**config.mk**
```make
export PLATFORM = sky130hd
export DESIGN_NAME = spi_master_tx
export DESIGN_NICKNAME = d
export VERILOG_FILES = /design/src/rtl/spi_master_tx.sv
export SDC_FILE = /design/constraint.sdc
export NUM_CORES = 1
export LEC_CHECK = 0
export CORE_ASPECT_RATIO = 1.2
export CORE_MARGIN = 2
export CORE_UTILIZATION = 45
export DETAILED_ROUTE_END_ITERATION = 16
export PLACE_DENSITY = 0.8
export SKIP_CTS_REPAIR_TIMING = 1
export SYNTH_ARGS = -nofsm -noshare
export SYNTH_HDL_FRONTEND = slang
export SYNTH_SLANG_ARGS = --single-unit
```
**constraint.sdc**
```tcl
create_clock -name clk -period 1.7 [get_ports clk]
set_input_delay 0.255 -clock clk [delete_from_list [all_inputs] [get_ports clk]]
set_output_delay 0.255 -clock clk [all_outputs]
set_load 0.02 [all_outputs]
```
**src/rtl/spi_master_tx.sv**
```systemverilog
// SPI mode-0 (CPOL=0, CPHA=0) master, MSB first.
// Shifts words from a valid/ready source out on spi_mosi while capturing
// spi_miso into a parallel word. Words presented at the burst point are
// chained under a single chip-select assertion.
module spi_master_tx #(
    parameter int DATA_W  = 8,
    parameter int CLK_DIV = 2
) (
    input  logic              clk,
    input  logic              rst,
    input  logic [DATA_W-1:0] tx_data,
    input  logic              tx_valid,
    output logic              tx_ready,
    output logic [DATA_W-1:0] rx_data,
    output logic              rx_valid,
    output logic              busy,
    output logic              spi_sck,
    output logic              spi_mosi,
    input  logic              spi_miso,
    output logic              spi_cs
);

    localparam int CNT_W = $clog2(CLK_DIV + 1);
    localparam int BIT_W = $clog2(DATA_W + 1);

    typedef enum logic [2:0] {
        S_IDLE,
        S_SETUP,
        S_SHIFT,
        S_HOLD,
        S_GAP
    } state_t;

    state_t            r_state;
    state_t            w_state_next;
    logic [CNT_W-1:0]  r_cnt;
    logic [CNT_W-1:0]  w_cnt_next;
    logic [BIT_W-1:0]  r_bit_cnt;
    logic [BIT_W-1:0]  w_bit_cnt_next;
    logic [DATA_W-1:0] r_tx_shift;
    logic [DATA_W-1:0] w_tx_shift_next;
    logic [DATA_W-1:0] r_rx_shift;
    logic [DATA_W-1:0] w_rx_shift_next;
    logic [DATA_W-1:0] r_rx_data;
    logic [DATA_W-1:0] w_rx_data_next;
    logic              r_rx_valid;
    logic              w_rx_valid_next;
    logic              r_sck;
    logic              w_sck_next;
    logic              r_mosi;
    logic              w_mosi_next;
    logic              r_cs;
    logic              w_cs_next;
    logic              r_busy;
    logic              w_busy_next;

    logic w_half_end;
    logic w_last_bit;
    logic w_burst_pt;
    logic w_hs;

    // Last clk cycle of the current SCK half-period (or of SETUP/HOLD/GAP).
    assign w_half_end = (r_cnt == CNT_W'(CLK_DIV - 1));
    // All DATA_W rising edges of the current word have been issued.
    assign w_last_bit = (r_bit_cnt == BIT_W'(DATA_W));
    // Final cycle of the last SCK-high phase: a new word may chain here.
    assign w_burst_pt = (r_state == S_SHIFT) && r_sck && w_half_end && w_last_bit;

    assign tx_ready = (r_state == S_IDLE) || w_burst_pt;
    assign w_hs     = tx_valid && tx_ready;

    assign rx_data  = r_rx_data;
    assign rx_valid = r_rx_valid;
    assign busy     = r_busy;
    assign spi_sck  = r_sck;
    assign spi_mosi = r_mosi;
    assign spi_cs   = r_cs;

    // Next-state and datapath decode; every register holds unless a case updates it.
    always_comb begin
        w_state_next    = r_state;
        w_cnt_next      = r_cnt;
        w_bit_cnt_next  = r_bit_cnt;
        w_tx_shift_next = r_tx_shift;
        w_rx_shift_next = r_rx_shift;
        w_rx_data_next  = r_rx_data;
        w_rx_valid_next = 1'b0;
        w_sck_next      = r_sck;
        w_mosi_next     = r_mosi;
        w_cs_next       = r_cs;
        w_busy_next     = r_busy;

        unique case (r_state)
            S_IDLE: begin
                if (w_hs) begin
                    w_tx_shift_next = tx_data;
                    w_mosi_next     = tx_data[DATA_W-1];
                    w_cs_next       = 1'b0;
                    w_busy_next     = 1'b1;
                    w_cnt_next      = '0;
                    w_bit_cnt_next  = '0;
                    w_state_next    = S_SETUP;
                end
            end

            S_SETUP: begin
                if (w_half_end) begin
                    // First rising edge: sample MISO on the edge that raises SCK.
                    w_cnt_next      = '0;
                    w_sck_next      = 1'b1;
                    w_rx_shift_next = {r_rx_shift[DATA_W-2:0], spi_miso};
                    w_bit_cnt_next  = r_bit_cnt + BIT_W'(1);
                    w_state_next    = S_SHIFT;
                end else begin
                    w_cnt_next = r_cnt + CNT_W'(1);
                end
            end

            S_SHIFT: begin
                if (!w_half_end) begin
                    w_cnt_next = r_cnt + CNT_W'(1);
                end else begin
                    w_cnt_next = '0;
                    if (!r_sck) begin
                        w_sck_next      = 1'b1;
                        w_rx_shift_next = {r_rx_shift[DATA_W-2:0], spi_miso};
                        w_bit_cnt_next  = r_bit_cnt + BIT_W'(1);
                    end else begin
                        w_sck_next = 1'b0;
                        if (w_last_bit) begin
                            // Word complete: publish the capture, then chain or close.
                            w_rx_data_next  = r_rx_shift;
                            w_rx_valid_next = 1'b1;
                            if (w_hs) begin
                                w_tx_shift_next = tx_data;
                                w_mosi_next     = tx_data[DATA_W-1];
                                w_bit_cnt_next  = '0;
                            end else begin
                                w_state_next = S_HOLD;
                            end
                        end else begin
                            w_tx_shift_next = {r_tx_shift[DATA_W-2:0], 1'b0};
                            w_mosi_next     = r_tx_shift[DATA_W-2];
                        end
                    end
                end
            end

            S_HOLD: begin
                // MOSI keeps its last bit while CS is held after the final fall.
                if (w_half_end) begin
                    w_cnt_next   = '0;
                    w_cs_next    = 1'b1;
                    w_mosi_next  = 1'b0;
                    w_state_next = S_GAP;
                end else begin
                    w_cnt_next = r_cnt + CNT_W'(1);
                end
            end

            S_GAP: begin
                if (w_half_end) begin
                    w_cnt_next   = '0;
                    w_busy_next  = 1'b0;
                    w_state_next = S_IDLE;
                end else begin
                    w_cnt_next = r_cnt + CNT_W'(1);
                end
            end

            default: begin
                w_state_next = S_IDLE;
            end
        endcase
    end

    // State and datapath registers with synchronous reset (aborts any transfer).
    always_ff @(posedge clk) begin
        if (rst) begin
            r_state    <= S_IDLE;
            r_cnt      <= '0;
            r_bit_cnt  <= '0;
            r_tx_shift <= '0;
            r_rx_shift <= '0;
            r_rx_data  <= '0;
            r_rx_valid <= 1'b0;
            r_sck      <= 1'b0;
            r_mosi     <= 1'b0;
            r_cs       <= 1'b1;
            r_busy     <= 1'b0;
        end else begin
            r_state    <= w_state_next;
            r_cnt      <= w_cnt_next;
            r_bit_cnt  <= w_bit_cnt_next;
            r_tx_shift <= w_tx_shift_next;
            r_rx_shift <= w_rx_shift_next;
            r_rx_data  <= w_rx_data_next;
            r_rx_valid <= w_rx_valid_next;
            r_sck      <= w_sck_next;
            r_mosi     <= w_mosi_next;
            r_cs       <= w_cs_next;
            r_busy     <= w_busy_next;
        end
    end

endmodule

```
==> impl_results.md, run 1 <==
- Area of the core: around 3700 um^2
- Total track usage: 0.203
- Diodes inserted: 0
- Share of the synthesized area in the top cell type: 0.422
- CTS clk-pin slew, worst paths: roughly 0.07 ns
- Skew-Pair Late Insertion Delay: 0.29 ns
- Number of flops mapped to enable cells by yosys: 0
- Fin crit period: 1.73 ns
- First-pass GRT wire length: 6820 um
- Drt drc: 0
- Nets: ~260
- Ys async rst share: 0
- WL final: between 4000 and 5000 um
- Cell chosen for the clock root: clkbuf_8
- Failing checks: setup timing
- Die area: about 4400 um^2
- Routability Congestion: about 0.86
- Clock skew: 0.00674 ns
- Syn_area_per_cell: ~8.7 um^2
- CP Capture Type: flop
- Area Growth Syn to Fin: 38.2%
- Pins over their slew limit: 0
- Final setup viols: 1
- Area of the mapped netlist: around 1800 um^2
- DR vias: 1666
- Top FF cell, synth: dfxtp_1
- Die span in x: a little over 60 um
- Synth area leaders: dfxtp_1, a21oi_1, mux2i_1, nand2_1, a211oi_1
- Worst R2R Path Depth: 7
- Critical path cell sequence: inv_2, ha_4, and3b_2, buf_6, o211ai_1, a221oi_4, a311oi_2
- Setup CP Type: reg2reg
- Total CTS buffers: 5
- PnR worst setup slack: -0.0329 ns
- Grt total ovfl: 0
- Hold Path Class: reg2reg
- Placed Area: about 2200 um^2
- Req. time, crit path: ~1.9 ns
- Commonest non-fill, non-tap cell in the layout: dfxtp_1
- Largest area contributor in the synthesized netlist: dfxtp_1
- CP max FO: 5
- Final instance area: between 2000 and 2500 um^2
- CP startpoint kind: flop
- Row count: 24
- DIE HEIGHT: between 70 and 80 um
- TritonCTS clock tree: yes
- Vias/cell: 5.52
- Cells after synthesis: approximately 200
- Port bufs: 25
- CP arrival: between 1.5 and 2 ns
- Average routed wire per standard cell: roughly 14 um
- Worst-Margin Slew: around 0.44 ns
- Initial antenna violation count: 0
- P_sw: ~0.00071 W
- TritonCTS sink count: 37
- Largest net degree at the start of global routing: 39
- Power per Cell Area: just under 1000 nW/um^2
- Reg power frac: 0.409
- Starting Density: 0.475
- Share of layout cells above drive strength 1: 0.260
- Crit-path max cell delay: about 0.43 ns
- ANT nets after route: 0
- Post-layout util: 0.656
- Detailed Place HPWL: between 2000 and 3000 um
- Cell Int Power: 0.00169 W
- Fmax achieved: between 0.5 and 0.6 GHz
- Relative slew margins: 0.706
- Initial DRC Count: 40
- Sw Share: 0.295
- Hold_ws: 0.457 ns
- Bufs on Longest Clock Path: 2
- Clock network power share: 0.321
- Vias in the first global route: between 1500 and 2000
- Hold Path Depth: 2
- Crit-path leading delay family: compound AO/OA/AOI/OAI gates
- Pre-Repair DR Iteration Count: 4
- Max_cap viols: 0
- Sequential area share after synthesis: 0.422
- Combinational share of power: 0.270
- Crit. path cell count: 7
- Seq cells post-synth: 37
- Syn_nets: about 220
- Period utilisation layout: 1.02
- Yosys cell types: between 40 and 50
- Fin. Hold Viols: 0
- LEAKAGE: roughly 0.90 nW
- Maximum vdd ir drop: 0.673 mV
- H-tree Lvls: 2
- # IOs: 26
- Outcome: finished, violations left
- Slowest cell on crit path: a221oi_4
- RSZ-0062 raised after global routing: yes
- Most frequent cells in the layout: dfxtp_1, buf_4, nand2_1, a21oi_1, clkdlybuf4s50_1
- Buf+Inv Stages, Crit Path: 2
- Yosys warning total: 0
-- power groups by stage --
| stage | Clock [W] | Combinational, W | Sequential [W] |
|---|---|---|---|
| finish | 0.000768 | 0.000646 | 0.000978 |
| global route | 0.000826 | 0.000716 | 0.000987 |
| CTS | 0.000781 | 0.000606 | 0.000972 |
| detailed placement | 0 | 0.000602 | 0.000991 |
| global placement | 0 | 0.000597 | 0.000987 |
| floorplan | 0 | 0.000358 | 0.000990 |
-- cell usage after synthesis (2+ instances only) --
| library cell | count |
|---|---|
| nand3_1 | 6 |
| nand3b_1 | 4 |
| o31ai_1 | 2 |
| a21oi_2 | 2 |
| or2_2 | 3 |
| xnor2_1 | 2 |
| o21a_1 | 3 |
| dfxtp_1 | 37 |
| ha_1 | 2 |
| o21ai_0 | 4 |
| a211oi_1 | 8 |
| nor2b_1 | 3 |
| mux2i_1 | 10 |
| nor3_1 | 5 |
| nand2_1 | 24 |
| o22ai_1 | 5 |
| nand4b_1 | 3 |
| nand2b_1 | 2 |
| a311oi_1 | 2 |
| buf_2 | 3 |
| inv_1 | 3 |
| a21oi_1 | 24 |
| nor2_1 | 14 |
| clkbuf_1 | 8 |
| buf_6 | 2 |
-- routing by layer --
| metal | GRT usage | up-vias | wire (um) |
|---|---|---|---|
| met5 | 0 | - | 0 |
| met4 | 0.0773 | 0 | 54 |
| met3 | 0.0517 | 7 | 215 |
| met2 | 0.341 | 42 | 2070 |
| met1 | 0.243 | 790 | 1800 |
| li1 | - | 827 | - |
-- worst paths after layout --
path / to / from / slack (ns)
worst max-delay path: r_bit_cnt[3]$_SDFFE_PP0P_ / r_bit_cnt[1]$_SDFFE_PP0P_ / -0.03
worst min-delay path: r_rx_shift[7]$_SDFFE_PP0P_ / r_rx_shift[7]$_SDFFE_PP0P_ / 0.46
worst max register to register: r_bit_cnt[3]$_SDFFE_PP0P_ / r_bit_cnt[1]$_SDFFE_PP0P_ / -0.03
worst min register to register: r_rx_shift[7]$_SDFFE_PP0P_ / r_rx_shift[7]$_SDFFE_PP0P_ / 0.46
-- stage by stage --
| stage | setup WS [ns] | setup TNS (ns) | power, W | std cells |
|---|---|---|---|---|
| after global routing | -0.124 | -0.383 | 0.00253 | 302 |
| after CTS | -0.500 | -0.675 | 0.00236 | 300 |
| after detailed placement | -0.163 | -0.210 | 0.00159 | 292 |
| final | -0.0329 | -0.0329 | 0.00239 | 302 |
| after global placement | -0.0718 | -0.0718 | 0.00158 | 292 |
| after floorplan | 0.0134 | 0 | 0.00135 | 202 |
-- kinds of logic after synthesis --
kind of cell / count (synthesis) / synth area share
AO/OA/AOI/OAI: 63 / 0.238
adder cells (fa/ha/maj): 2 / 0.0143
buffers and inverters: 17 / 0.0492
XOR/XNOR: 2 / 0.00999
AND/OR/NAND/NOR: 71 / 0.210
flip-flops: 37 / 0.422
multiplexers: 10 / 0.0571
-- layout make-up --
cell class	count	area, um^2
multi-input combinational	148	998
fill	313	1270
clock inverter	3	46.3
clock buffer	5	68.8
timing repair buffer	54	488
inverter	3	11.3
tap	52	65.1
sequential	37	746
-- sequential cells by signal, summed over array words and instances, names as in the netlist --
signal,count
r_rx_shift,8
rx_data,8
r_tx_shift,7
r_bit_cnt,4
r_state,3
r_cnt,2
busy,1
rx_valid,1
spi_cs,1
spi_mosi,1
spi_sck,1
-- worst min-delay path, cell delays in order (launching register included) --
cell,delay [ns]
dfxtp_1,0.31
nand2_1,0.05
a21oi_1,0.05
(Power assumes the default switching activity.)
==> run 2: changes to the inputs <==
- CAP_MARGIN: unset -> 20
==> results of run 2 <==
The final DEF is identical to that of run 1; final timing and power are the same.
==> run 3: changes to the inputs <==
- CTS_BUF_LIST: unset -> sky130_fd_sc_hd__clkbuf_16
==> run 3 against run 2 <==
Against the previous run: largest power group is now clock; final area grew 2.8%; flip-flop and latch count is the same; the run still ends with setup timing left; fmax grew 1.4%; via count grew 1.2%; die area is the same; sequential power is essentially flat; critical path type unchanged; cell count grew 0.66%; largest cell class unchanged; register-to-register slack gained 0.02 ns; critical path depth is the same; wire length grew 1.6%; clock power grew 38%.
==> impl_results.md, run 3 (synthesis gave the netlist of run 1 again) <==
- Area of the core: 3690 um^2 (unchanged)
- RSZ-0062 raised after global routing: yes
- Routability Congestion: 0.857 (unchanged)
- Nets: 265 (+0.76%)
- WL final: 4200 um (+1.6%)
- Most frequent cells in the layout: dfxtp_1, buf_4, nand2_1, a21oi_1, clkdlybuf4s50_1
- Drt drc: 0 (unchanged)
- Final setup viols: 1 (unchanged)
- H-tree Lvls: 2 (unchanged)
- Period utilisation layout: 1.01 (-0.0142)
- Pre-CTS setup slack: -0.163 ns (unchanged)
- PnR worst setup slack: -0.00869 ns (+0.0242 ns)
- Crit-path max cell delay: 0.41 ns (-0.02 ns)
- Vias in the first global route: 1547 (-0.71%)
- RR Endpoint: r_bit_cnt[3]$_SDFFE_PP0P_
- DIE HEIGHT: 72.4 um (unchanged)
- CP arrival: 1.85 ns (-0.03 ns)
- Area Growth Syn to Fin: 42.1%
- WHS Endpoint: r_rx_shift[7]$_SDFFE_PP0P_
- Cell chosen for the clock root: clkbuf_16
- Met1 GRT Util: 0.240 (-0.00331)
- Bufs on Longest Clock Path: 2 (unchanged)
- Hold Path Depth: 2 (unchanged)
- Fill cells: 295 (-5.8%)
- Pre-Repair DR Iteration Count: 4 (unchanged)
- Relative slew margins: 0.720 (+0.0139)
- Post-layout util: 0.675 (+0.0186)
- Fin crit period: 1.71 ns (-0.0242 ns)
- Met2 usage: 0.341 (unchanged)
- Slowest cell on crit path: a221oi_4
- Skew-Pair Late Insertion Delay: 0.28 ns (about the same)
- Final Total Pwr: 0.00269 W (+12%)
- CP Capture Type: flop
- Share of layout cells above drive strength 1: 0.266 (+0.00587)
- Largest net degree at the start of global routing: 39 (unchanged)
- Port bufs: 25 (unchanged)
- CTS clk-pin slew, worst paths: 0.05 ns (-0.02 ns)
- Most Used Layer, Global Route: met2
- Setup CP Type: reg2reg
- Met3 usage: 0.0446 (-0.00713)
- Fmax achieved: 0.585 GHz (+1.4%)
- Die span in x: 61.0 um (unchanged)
- DR vias: 1686 (+1.2%)
- Initial antenna violation count: 0 (unchanged)
- Outcome: finished, violations left
- Commonest non-fill, non-tap cell in the layout: dfxtp_1
- CP startpoint kind: flop
- HP Start: r_rx_shift[7]$_SDFFE_PP0P_
- Initial DRC Count: 52 (+30%)
- Vias/cell: 5.55 (+0.53%)
- ANT nets after route: 0 (unchanged)
- Clock skew: 0.00429 ns (-0.00245 ns)
- Row count: 24 (unchanged)
- CP max FO: 4 (-1)
- TritonCTS sink count: 37 (unchanged)
- Critical path cell sequence: inv_2, ha_4, and3b_2, buf_6, o211ai_1, a221oi_4, a311oi_2
- Maximum vdd ir drop: 0.856 mV (+27%)
- Req. time, crit path: 1.84 ns (about the same)
- Worst-Margin Slew: 0.420 ns (-0.0208 ns)
- Total CTS buffers: 5 (unchanged)
- Diodes inserted: 0 (unchanged)
- R2R setup slack: -0.009 ns (+0.02 ns)
- R2R Path Start: r_bit_cnt[1]$_SDFFE_PP0P_
- TNS Setup: -0.00869 ns (+0.0242 ns)
- Power per Cell Area: 1080 nW/um^2 (+9.2%)
- Average routed wire per standard cell: 13.8 um (+0.95%)
- Total track usage: 0.202 (-0.000716)
- Grt total ovfl: 0 (unchanged)
- Worst R2R Path Depth: 7 (unchanged)
- First-pass GRT wire length: 6810 um (-0.10%)
- Starting Density: 0.475 (unchanged)
- Detailed Place HPWL: 2670 um (unchanged)
- Die area: 4420 um^2 (unchanged)
- Failing checks: setup timing
- Fin. Hold Viols: 0 (unchanged)
- TritonCTS clock tree: yes
- LEAKAGE: 0.917 nW (+2.2%)
- Hold Path Class: reg2reg
- # IOs: 26 (unchanged)
- Pins over their slew limit: 0 (unchanged)
- Max_cap viols: 0 (unchanged)
run 3: metal layers:
layer / part of all wire / vias up
met4: 0.015 / 0
met3: 0.053 / 7
met5: 0 / -
met2: 0.51 / 48
met1: 0.42 / 797
li1: - / 834
run 3: per-stage QoR:
step / hold WS [ns] / instances / area, um^2
2_1_floorplan: 0.391 / 202 / 1750
3_3_place_gp: 0.449 / 292 / 2210
3_5_place_dp: 0.451 / 292 / 2210
4_1_cts: 0.458 / 300 / 2380
5_1_grt: 0.484 / 304 / 2490
6_report: 0.454 / 304 / 2490
run 3: worst max-delay path by stage:
stage                              start                        end  slack, ns
6_report       r_bit_cnt[1]$_SDFFE_PP0P_  r_bit_cnt[3]$_SDFFE_PP0P_     -0.009
5_1_grt        r_bit_cnt[1]$_SDFFE_PP0P_  r_bit_cnt[3]$_SDFFE_PP0P_      -0.10
2_1_floorplan  r_bit_cnt[0]$_SDFFE_PP0P_    r_state[0]$_SDFFE_PP0P_       0.01
3_3_place_gp   r_bit_cnt[1]$_SDFFE_PP0P_                   tx_ready      -0.07
3_5_place_dp   r_bit_cnt[1]$_SDFFE_PP0P_                   tx_ready      -0.16
4_1_cts        r_bit_cnt[1]$_SDFFE_PP0P_                   tx_ready      -0.47
run 3: cell type report:
cell class                      count  area, um^2  area share
Timing Repair Buffer               56         500       0.201
Clock inverter                      3        46.3      0.0186
Clock buffer                        5         125      0.0502
Inverter                            3        11.3     0.00452
Sequential cell                    37         746       0.299
Multi-Input combinational cell    148         998       0.401
Tap cell                           52        65.1      0.0261
run 3: critical path, delay by kind of cell, from the launching register on:
family	cells	cell delay, ns
buffers and inverters	2	0.20
AND/OR/NAND/NOR	1	0.22
flip-flops	1	0.32
adder cells (fa/ha/maj)	1	0.14
AO/OA/AOI/OAI	3	0.68
run 3: where the power goes:
part | switching [W] | total [W] | internal (W)
clock | 0.000365 | 0.00106 | 0.000693
combinational | 0.000328 | 0.000650 | 0.000322
sequential | 0.0000531 | 0.000979 | 0.000926
